[src/rtl/dcache_ctrl.sv]
// Direct-mapped, write-back, write-allocate data cache with its miss controller.
// Hits complete in the request cycle. Misses write back a dirty victim, then refill the line from memory.
module dcache_ctrl #(
    parameter int unsigned INDEX_BITS = 5,
    parameter int unsigned MEM_LAT    = 2
) (
    input  logic        clk,
    input  logic        rst,
    input  logic [15:0] addr,
    input  logic [15:0] wdata,
    input  logic        rd,
    input  logic        wr,
    output logic [15:0] rdata,
    output logic        done,
    output logic        stall,
    output logic        cache_hit,
    output logic        err,
    output logic [15:0] mem_addr,
    output logic [15:0] mem_wdata,
    output logic        mem_rd,
    output logic        mem_wr,
    input  logic [15:0] mem_rdata
);

    localparam int unsigned LINES = 1 << INDEX_BITS;
    localparam int unsigned TAG_W = 16 - INDEX_BITS - 3;
    localparam int unsigned CNT_W = 8;

    typedef enum logic [1:0] {
        IDLE,
        WB,
        FILL,
        COMPLETE
    } state_e;

    state_e                  state_q, state_d;
    logic [CNT_W-1:0]        cnt_q, cnt_d;
    logic [LINES-1:0]        valid_q, valid_d;
    logic [LINES-1:0]        dirty_q, dirty_d;
    logic [TAG_W-1:0]        tag_q  [LINES];
    logic [3:0][15:0]        data_q [LINES];

    logic [INDEX_BITS-1:0]   req_idx;
    logic [TAG_W-1:0]        req_tag;
    logic [1:0]              req_off;
    logic                    req;
    logic                    hit;

    logic                    data_we;
    logic [1:0]              data_sel;
    logic [15:0]             data_wval;
    logic                    tag_we;

    assign req_idx = addr[INDEX_BITS+2:3];
    assign req_tag = addr[15:INDEX_BITS+3];
    assign req_off = addr[2:1];
    assign req     = rd | wr;
    assign hit     = valid_q[req_idx] && (tag_q[req_idx] == req_tag);

    // Control state; an async reset invalidates every line and aborts any miss.
    always_ff @(posedge clk or negedge rst) begin
        if (!rst) begin
            state_q <= IDLE;
            cnt_q   <= '0;
            valid_q <= '0;
            dirty_q <= '0;
        end else begin
            state_q <= state_d;
            cnt_q   <= cnt_d;
            valid_q <= valid_d;
            dirty_q <= dirty_d;
        end
    end

    // Tag and data arrays carry no reset; valid_q qualifies them.
    always_ff @(posedge clk) begin
        if (data_we) begin
            data_q[req_idx][data_sel] <= data_wval;
        end
        if (tag_we) begin
            tag_q[req_idx] <= req_tag;
        end
    end

    always_comb begin
        state_d   = state_q;
        cnt_d     = cnt_q;
        valid_d   = valid_q;
        dirty_d   = dirty_q;
        data_we   = 1'b0;
        data_sel  = req_off;
        data_wval = wdata;
        tag_we    = 1'b0;
        done      = 1'b0;
        cache_hit = 1'b0;
        mem_addr  = '0;
        mem_wdata = '0;
        mem_rd    = 1'b0;
        mem_wr    = 1'b0;
        err       = (rd & wr) | (req & addr[0]);

        case (state_q)
            IDLE: begin
                if (req && !err) begin
                    if (hit) begin
                        done      = 1'b1;
                        cache_hit = 1'b1;
                        if (wr) begin
                            data_we          = 1'b1;
                            dirty_d[req_idx] = 1'b1;
                        end
                    end else if (valid_q[req_idx] && dirty_q[req_idx]) begin
                        state_d = WB;
                        cnt_d   = '0;
                    end else begin
                        state_d = FILL;
                        cnt_d   = '0;
                    end
                end
            end
            WB: begin
                mem_wr    = 1'b1;
                mem_addr  = {tag_q[req_idx], req_idx, cnt_q[1:0], 1'b0};
                mem_wdata = data_q[req_idx][cnt_q[1:0]];
                cnt_d     = cnt_q + CNT_W'(1);
                if (cnt_q == CNT_W'(3)) begin
                    state_d = FILL;
                    cnt_d   = '0;
                end
            end
            FILL: begin
                // Reads issue on fill cycles 0..3; each returns MEM_LAT cycles later.
                if (cnt_q < CNT_W'(4)) begin
                    mem_rd   = 1'b1;
                    mem_addr = {req_tag, req_idx, cnt_q[1:0], 1'b0};
                end
                if (cnt_q >= CNT_W'(MEM_LAT)) begin
                    data_we   = 1'b1;
                    data_sel  = 2'(cnt_q - CNT_W'(MEM_LAT));
                    data_wval = mem_rdata;
                end
                cnt_d = cnt_q + CNT_W'(1);
                if (cnt_q == CNT_W'(MEM_LAT + 3)) begin
                    valid_d[req_idx] = 1'b1;
                    dirty_d[req_idx] = 1'b0;
                    tag_we           = 1'b1;
                    state_d          = COMPLETE;
                    cnt_d            = '0;
                end
            end
            COMPLETE: begin
                done = 1'b1;
                if (wr) begin
                    data_we          = 1'b1;
                    dirty_d[req_idx] = 1'b1;
                end
                state_d = IDLE;
            end
            default: state_d = IDLE;
        endcase

        stall = req & ~done & ~err;
        rdata = (done & rd) ? data_q[req_idx][req_off] : 16'h0;
    end

endmodule

[config.mk]
export PLATFORM = sky130hd
export DESIGN_NAME = dcache_ctrl
export DESIGN_NICKNAME = d
export VERILOG_FILES = /design/src/rtl/dcache_ctrl.sv
export SDC_FILE = /design/constraint.sdc
export NUM_CORES = 2
export LEC_CHECK = 0
export BUFFER_PORTS_ARGS = -buffer_cell sky130_fd_sc_hd__buf_2
export CELL_PAD_IN_SITES_DETAIL_PLACEMENT = 0
export CELL_PAD_IN_SITES_GLOBAL_PLACEMENT = 2
export CORE_MARGIN = 3
export CORE_UTILIZATION = 54
export CTS_CLUSTER_SIZE = 40
export DETAILED_ROUTE_END_ITERATION = 8
export PLACE_DENSITY = 0.85
export SYNTH_ARGS = -nofsm -noshare
export SYNTH_HDL_FRONTEND = slang
export SYNTH_SLANG_ARGS = --single-unit
[constraint.sdc]
create_clock -name clk -period 14.3 [get_ports clk]
set_input_delay 1.43 -clock clk [delete_from_list [all_inputs] [get_ports clk]]
set_output_delay 1.43 -clock clk [all_outputs]
set_load 0.02 [all_outputs]
-- After elaboration in Yosys (flattened, before gate mapping)
Memory sizes are Yosys's and may differ from the RTL's.
Index checks and enable logic that the tools add are counted.
- bitwise operators: 13
- order comparisons: 8
- $add $sub $neg: 2
- equal/unequal tests: 11
- mux-type cells: 54
- reductions and logical operators: 13
- operators by type and width (operator ; number):
    two-way mux 16 bit ; 8
    two-way mux 32 bit ; 4
    one-hot mux 32 bit (3 select lines) ; 1
    binary-select mux 16 bit (select 2 bit) ; 2
    two-way mux 64 bit ; 1
    bitwise OR 32 bit ; 2
    AND 32 bit ; 1
    demux 16 bit (select 2 bit) ; 1
    two-way mux 8 bit ; 4
    NOT 32 bit ; 1
    one-hot mux 16 bit (2 select lines) ; 1
    one-hot mux 8 bit (3 select lines) ; 1
    two-way mux 1 bit ; 18
    two-way mux 2 bit ; 7
    binary-select mux 1 bit (select 5 bit) ; 2
    inequality test 2 bit (second input constant) ; 5
    less-than comparator 2 x 3 -> 1 bit (second input constant) ; 3
    adder 8 x 1 -> 8 bit (second input constant) ; 1
    equality test 8 x 2 -> 1 bit (second input constant) ; 1
    equality test 8 x 3 -> 1 bit (second input constant) ; 1
    equality test 8 bit ; 1
    >= comparator 8 x 2 -> 1 bit (second input constant) ; 1
    less-than comparator 8 x 3 -> 1 bit (second input constant) ; 1
    one-hot mux 2 bit (4 select lines) ; 1
    19 further kinds ; 32
- input bits: 52
- output and inout bits: 54
- memory bits (writable): 2304
- memories: 2
- flip-flop bits (word level): 74
- memory list (name ; words ; bits a word ; read ports ; clocked after Yosys merged registers in ; write ports ; RTL line ; RTL):
    data_q ; 32 ; 64 ; 1 ; 0 ; 1 ; 41 ; logic [3:0][15:0] data_q [LINES];
    tag_q ; 32 ; 8 ; 1 ; 0 ; 1 ; 40 ; logic [TAG_W-1:0] tag_q [LINES];

-- Depth between registers and ports, before layout
- depth after elaboration: 10
- mapped depth: 15
- depth with buffers taken out: 9

-- Worst setup path before layout
No wires, ideal clock.
- path type: input to output
- start point: in addr[3]
- end point: out mem_wdata[2]
- path slack: 7.999 ns
- arrival time: 4.871 ns
- cell stages on the path: 13
- buffers on the path: 8
- cell sequence: clkbuf_1 -> buf_4 -> buf_4 -> buf_4 -> buf_2 -> buf_2 -> clkbuf_1 -> buf_1 -> mux4_2 -> a22oi_1 -> nand4_1 -> mux4_2 -> and2_1
- word-level cells in the longest chain between the ends: 4
- ends and longest elaborated chain (what ; RTL line ; RTL):
    start, declared ; 9 ; input logic [15:0] addr,
    memory read (32 x 64 bit) ; -- ;
    binary-select mux 16 bit (select 2 bit) ; 124 ; mem_wdata = data_q[req_idx][cnt_q[1:0]];
    two-way mux 16 bit (implied by the code) ; 124 ;
    two-way mux 16 bit ; 102 ; case (state_q)
    end, declared ; 19 ; output logic [15:0] mem_wdata,
Every way passes these cells. The select of a mux whose other input is x is not followed.

-- Worst setup path after layout
- start point: in addr[3]
- end point: out rdata[5]
- word-level cells in the longest chain between the ends: 8
- elaborated cells between the ends (all ways): 13
- ends and longest elaborated chain (what ; RTL line ; RTL):
    memory read (32 x 8 bit) / binary-select mux 1 bit (select 5 bit) (equally long branches) ; -- ;
    equality test 8 bit / two-way mux 1 bit (equally long branches) ; 58 ; assign hit = valid_q[req_idx] && (tag_q[req_idx] == req_tag);
    logical AND 1 bit ; 58 ;
    two-way mux 1 bit ; 105 ; if (hit) begin
    two-way mux 1 bit ; 104 ; if (req && !err) begin
    one-hot mux 1 bit (2 select lines) ; 102 ;
    AND 1 bit ; 163 ; rdata = (done & rd) ? data_q[req_idx][req_off] : 16'h0;
    two-way mux 16 bit * ; 163 ;
    end, declared ; 13 ; output logic [15:0] rdata,
Mark *: on every way between the ends. The rest lies on a longest branch, timed or not. The select of a mux whose other input is x is not followed.

==> impl.org <==
** Clock tree
- Num CTS Buffers :: 224
- After clock tree synthesis, the clock-pin slew on the worst setup and hold paths is 0.06 ns.
- Clock insertion delay at the later pin of the skew report :: 0.87 ns
- The clock passes through at most 3 buffers.
- Root Driver :: sky130_fd_sc_hd__clkbuf_16
- Hold repair after CTS inserted 0 buffers.
- CTS tree :: built
- Post_cts resized :: 0
- In this run the number of H-tree levels came out at 4.
- Number of sinks handled by clock tree synthesis :: 2,378
- Post-CTS Setup Repair Bufs :: 0

** Drt
- Number of vias in the routed layout :: 48,300
- Residual DRC :: 0
- Avg WL per Cell :: 35.5 µm
- The pre-antenna-repair detailed-routing pass consisted of 5 iterations.
- Routed wire length :: 252 mm
- In this run, the number of DRC markers left after iteration 0 of detailed routing was 6,856.
- In the routed layout, each cell is associated on average with a via count of 6.81.
- The detail route stage leaves a number of antenna-violating nets equal to 0.

** Logic synthesis
- After synthesis, the cell types taking the most area are sky130_fd_sc_hd__edfxtp_1, sky130_fd_sc_hd__mux4_2, sky130_fd_sc_hd__a22oi_1.
- Mean cell area of the mapped netlist :: 21.2 µm²
- Synthesized net count :: 4,440
- Most frequently used flop master after synthesis :: sky130_fd_sc_hd__edfxtp_1
- Number of warnings reported in the yosys synthesis log :: 0
- FF+latch count, synth :: 2,378
- Synth Cell Area :: 92,900 µm²
- Distinct cells, synth :: 55
- Number of enable-type register cells in the synthesized netlist :: 2,304
- After technology mapping, the gate count stands at 4,382.
- The largest total area in the synthesized netlist belongs to sky130_fd_sc_hd__edfxtp_1.
- Share of the synthesized area in the top cell type :: 74.5%
- Post-synthesis async set-or-reset flop share :: 3.11%
- The share of the Yosys chip area taken by registers is 76.5%.

** Final layout
- Multi-input gate area :: 21,600 µm²
- Non-filler instance count after layout :: 7,101
- Leaving out fill and tap cells, the most frequent cell in the layout is sky130_fd_sc_hd__edfxtp_1.
- In the final layout, the share of cells above drive strength 1 is 29.5%.
- The library cells used most frequently in the layout, excluding fill and tap cells, are sky130_fd_sc_hd__edfxtp_1, sky130_fd_sc_hd__mux4_2, sky130_fd_sc_hd__a22oi_1.
- Across the whole layout, storage elements account for 71,000 µm².
- Filler instances :: 11,600
- Syn-to-layout area delta :: 12.8%
- Final net count :: 4,676

** Place
- The HPWL after detailed placement is 144 mm.
- Global placer's final weighted congestion :: 0.877
- Buffers placed on the I/O ports in this run total 104.
- Counting tap cells, the placed design contains a total of 6,687 instances.

** Global route
- Entering global routing, the biggest net connects 156 pins.
- Global routing used 28.8% of the available tracks.
- The number of antenna violations at the first check in global routing came to 9.
- First-pass GRT wire length :: 358 mm
- Overflow left after global routing :: 0
- The via count of the first global-routing pass came to 47,500.

** Run
- Max-cap viol count :: 0

** Timing
- Dividing the final minimum period by the clock period gives 64.2%.
- Setup repair after global routing left no endpoint under its margin.
- Max Transition Viols Final :: 0
- Counting I/O delays and the setup requirement, the final critical path takes 9.19 ns.
- Max Freq :: 0.109 GHz
- The hold violation total from the final report came to 0.
- Post-route setup TNS :: 0 ns
- Setup violations remaining at the end of the flow were counted as 0.
- Skew final :: 0.0674 ns
- Relative slew slack :: 6.87%
- Slew at the pin closest to its max-slew limit :: 1.39 ns

** Pwr
- Leakage power of the design :: 33.1 nW
- Power density of the placed cells :: 135 nW/µm²
- The worst-case IR drop observed on VDD is 0.122 mV.

** Setup path
- Crit path launch type :: primary input
- The most numerous cell type found on the critical path is sky130_fd_sc_hd__buf_4.
- The critical path in this run is classified as primary input to output pin.
- Maximum fanout count along the critical path :: 74
- Cell-by-cell listing of the critical path :: buf_8 > buf_4 > buf_4 > mux2i_1 > o22ai_1 > nor4_1 > a21oi_1 > or4_1 > nor4_4 > buf_4 > a32o_1 > and2_1 > buf_2
- Slowest cell on the critical path :: sky130_fd_sc_hd__a32o_1
- CP peak stage delay :: 0.97 ns
- Arr. time, crit path :: 7.76 ns
- The worst register-to-register path has a setup slack of 9.24 ns.
- Endpoint required time on the critical path :: 12.87 ns
- Type of element capturing the critical path :: output pin

** Die
- The floorplan step defined a die boundary enclosing 177,000 µm².
- Die outline height :: 421 µm
- The initial utilization of the core area, before any placement, comes to 54.6%.
- Core ar. :: 170,000 µm²
- During I/O placement, the number of pins put on the boundary was 106.
- Number of rows created at floorplan :: 151
- The floorplan step set the die width to 421 µm.

** Worst hold path
- The tightest min-delay check is of the primary input to asynchronous set/reset pin type.

** Run status
- Result of the run :: finished, final reports clean
-- flip-flops by register name, indices dropped and copies added (netlist names), named ones only --
register,cells
cnt_q,8
data_q,2048
state_q,2
tag_q,256
valid_q,32
-- critical path, delay by kind of cell --
family / cells / cell delay, ns
mux: 1 / 0.29
simple gates: 4 / 1.65
compound gates: 3 / 1.21
buf+inv: 5 / 2.88
-- synthesized netlist by cell type, types with 6 or more instances --
| master | number |
|---|---|
| sky130_fd_sc_hd__nor3_1 | 66 |
| sky130_fd_sc_hd__or2_2 | 32 |
| sky130_fd_sc_hd__a21oi_1 | 28 |
| sky130_fd_sc_hd__mux2i_1 | 129 |
| sky130_fd_sc_hd__buf_2 | 74 |
| sky130_fd_sc_hd__a31oi_1 | 15 |
| sky130_fd_sc_hd__o22ai_1 | 67 |
| sky130_fd_sc_hd__mux2_2 | 51 |
| sky130_fd_sc_hd__mux4_2 | 560 |
| sky130_fd_sc_hd__and3_1 | 12 |
| sky130_fd_sc_hd__clkbuf_1 | 200 |
| sky130_fd_sc_hd__inv_1 | 8 |
| sky130_fd_sc_hd__edfxtp_1 | 2304 |
| sky130_fd_sc_hd__and2_1 | 41 |
| sky130_fd_sc_hd__buf_1 | 25 |
| sky130_fd_sc_hd__nand2_1 | 50 |
| sky130_fd_sc_hd__dfrtp_1 | 74 |
| sky130_fd_sc_hd__or3_1 | 18 |
| sky130_fd_sc_hd__nor3b_1 | 8 |
| sky130_fd_sc_hd__nand4bb_1 | 6 |
| sky130_fd_sc_hd__nand4_1 | 67 |
| sky130_fd_sc_hd__a22oi_1 | 272 |
| sky130_fd_sc_hd__nor2_1 | 58 |
| sky130_fd_sc_hd__ha_1 | 6 |
| sky130_fd_sc_hd__nor4_1 | 144 |
-- power breakdown --
group | leakage [nW] | internal, mW | switching, mW
Combinational | 7.92 | 0.218 | 0.449
Clock | 3.49 | 3.26 | 2.54
Sequential | 21.7 | 7.66 | 0.00437
-- metal layers --
layer  global-route usage, %  wire (µm)
met1                    40.2      94500
met2                    45.3     121000
met3                    6.24      25200
met4                    11.1      10700
met5                       0         89
-- final cells by class --
type | instances | area share [%]
well taps | 2295 | 2.74
clock inverters | 125 | 1.13
multi-input cells | 1692 | 20.6
clock buffers | 288 | 5.70
inverters | 9 | 0.0322
diodes | 1 | 0.00239
flip-flops and latches | 2378 | 67.8
repair buffers | 313 | 2.07
-- kinds of logic (layout without fill, tap and decap cells) --
kind of cell | Yosys count | count (layout) | share of synthesized area [%]
flip-flops | 2378 | 2378 | 76.5
adder cells (fa/ha/maj) | 6 | 6 | 0.0808
multiplexers | 740 | 740 | 15.6
other | 1 | 2 | 0.00404
AO/OA/AOI/OAI | 411 | 411 | 3.16
AND/OR/NAND/NOR | 531 | 531 | 3.30
buffers and inverters | 312 | 735 | 1.38
XOR/XNOR | 3 | 3 | 0.0283
-- worst paths after layout --
| check | startpoint | endpoint | cells after the start |
|---|---|---|---|
| hold reg to reg | valid_q[18] | valid_q[18] | 1 |
| max in group asynchronous | rst | cnt_q[1] | 2 |
| hold / removal | rst | valid_q[11] | 1 |
| min in group clk | valid_q[18] | valid_q[18] | 1 |
| setup reg to reg | tag_q[11][2] | data_q[17][20] | 11 |
| setup / recovery | addr[3] | rdata[5] | 13 |
-- per-stage QoR --
stage	power (mW)	area [µm²]	setup slack, ns	util [%]	hold slack [ns]
floorplan	8.20	92900	8.00	-	0.434
global placement	8.47	97700	5.36	57.4	0.444
detailed placement	8.48	97700	5.22	57.4	0.447
CTS	14.2	105000	5.20	61.6	0.358
global route	14.5	105000	4.79	61.6	0.380
finish	14.1	105000	5.11	61.6	0.409
No activity file was read; power rests on OpenSTA's default activity.
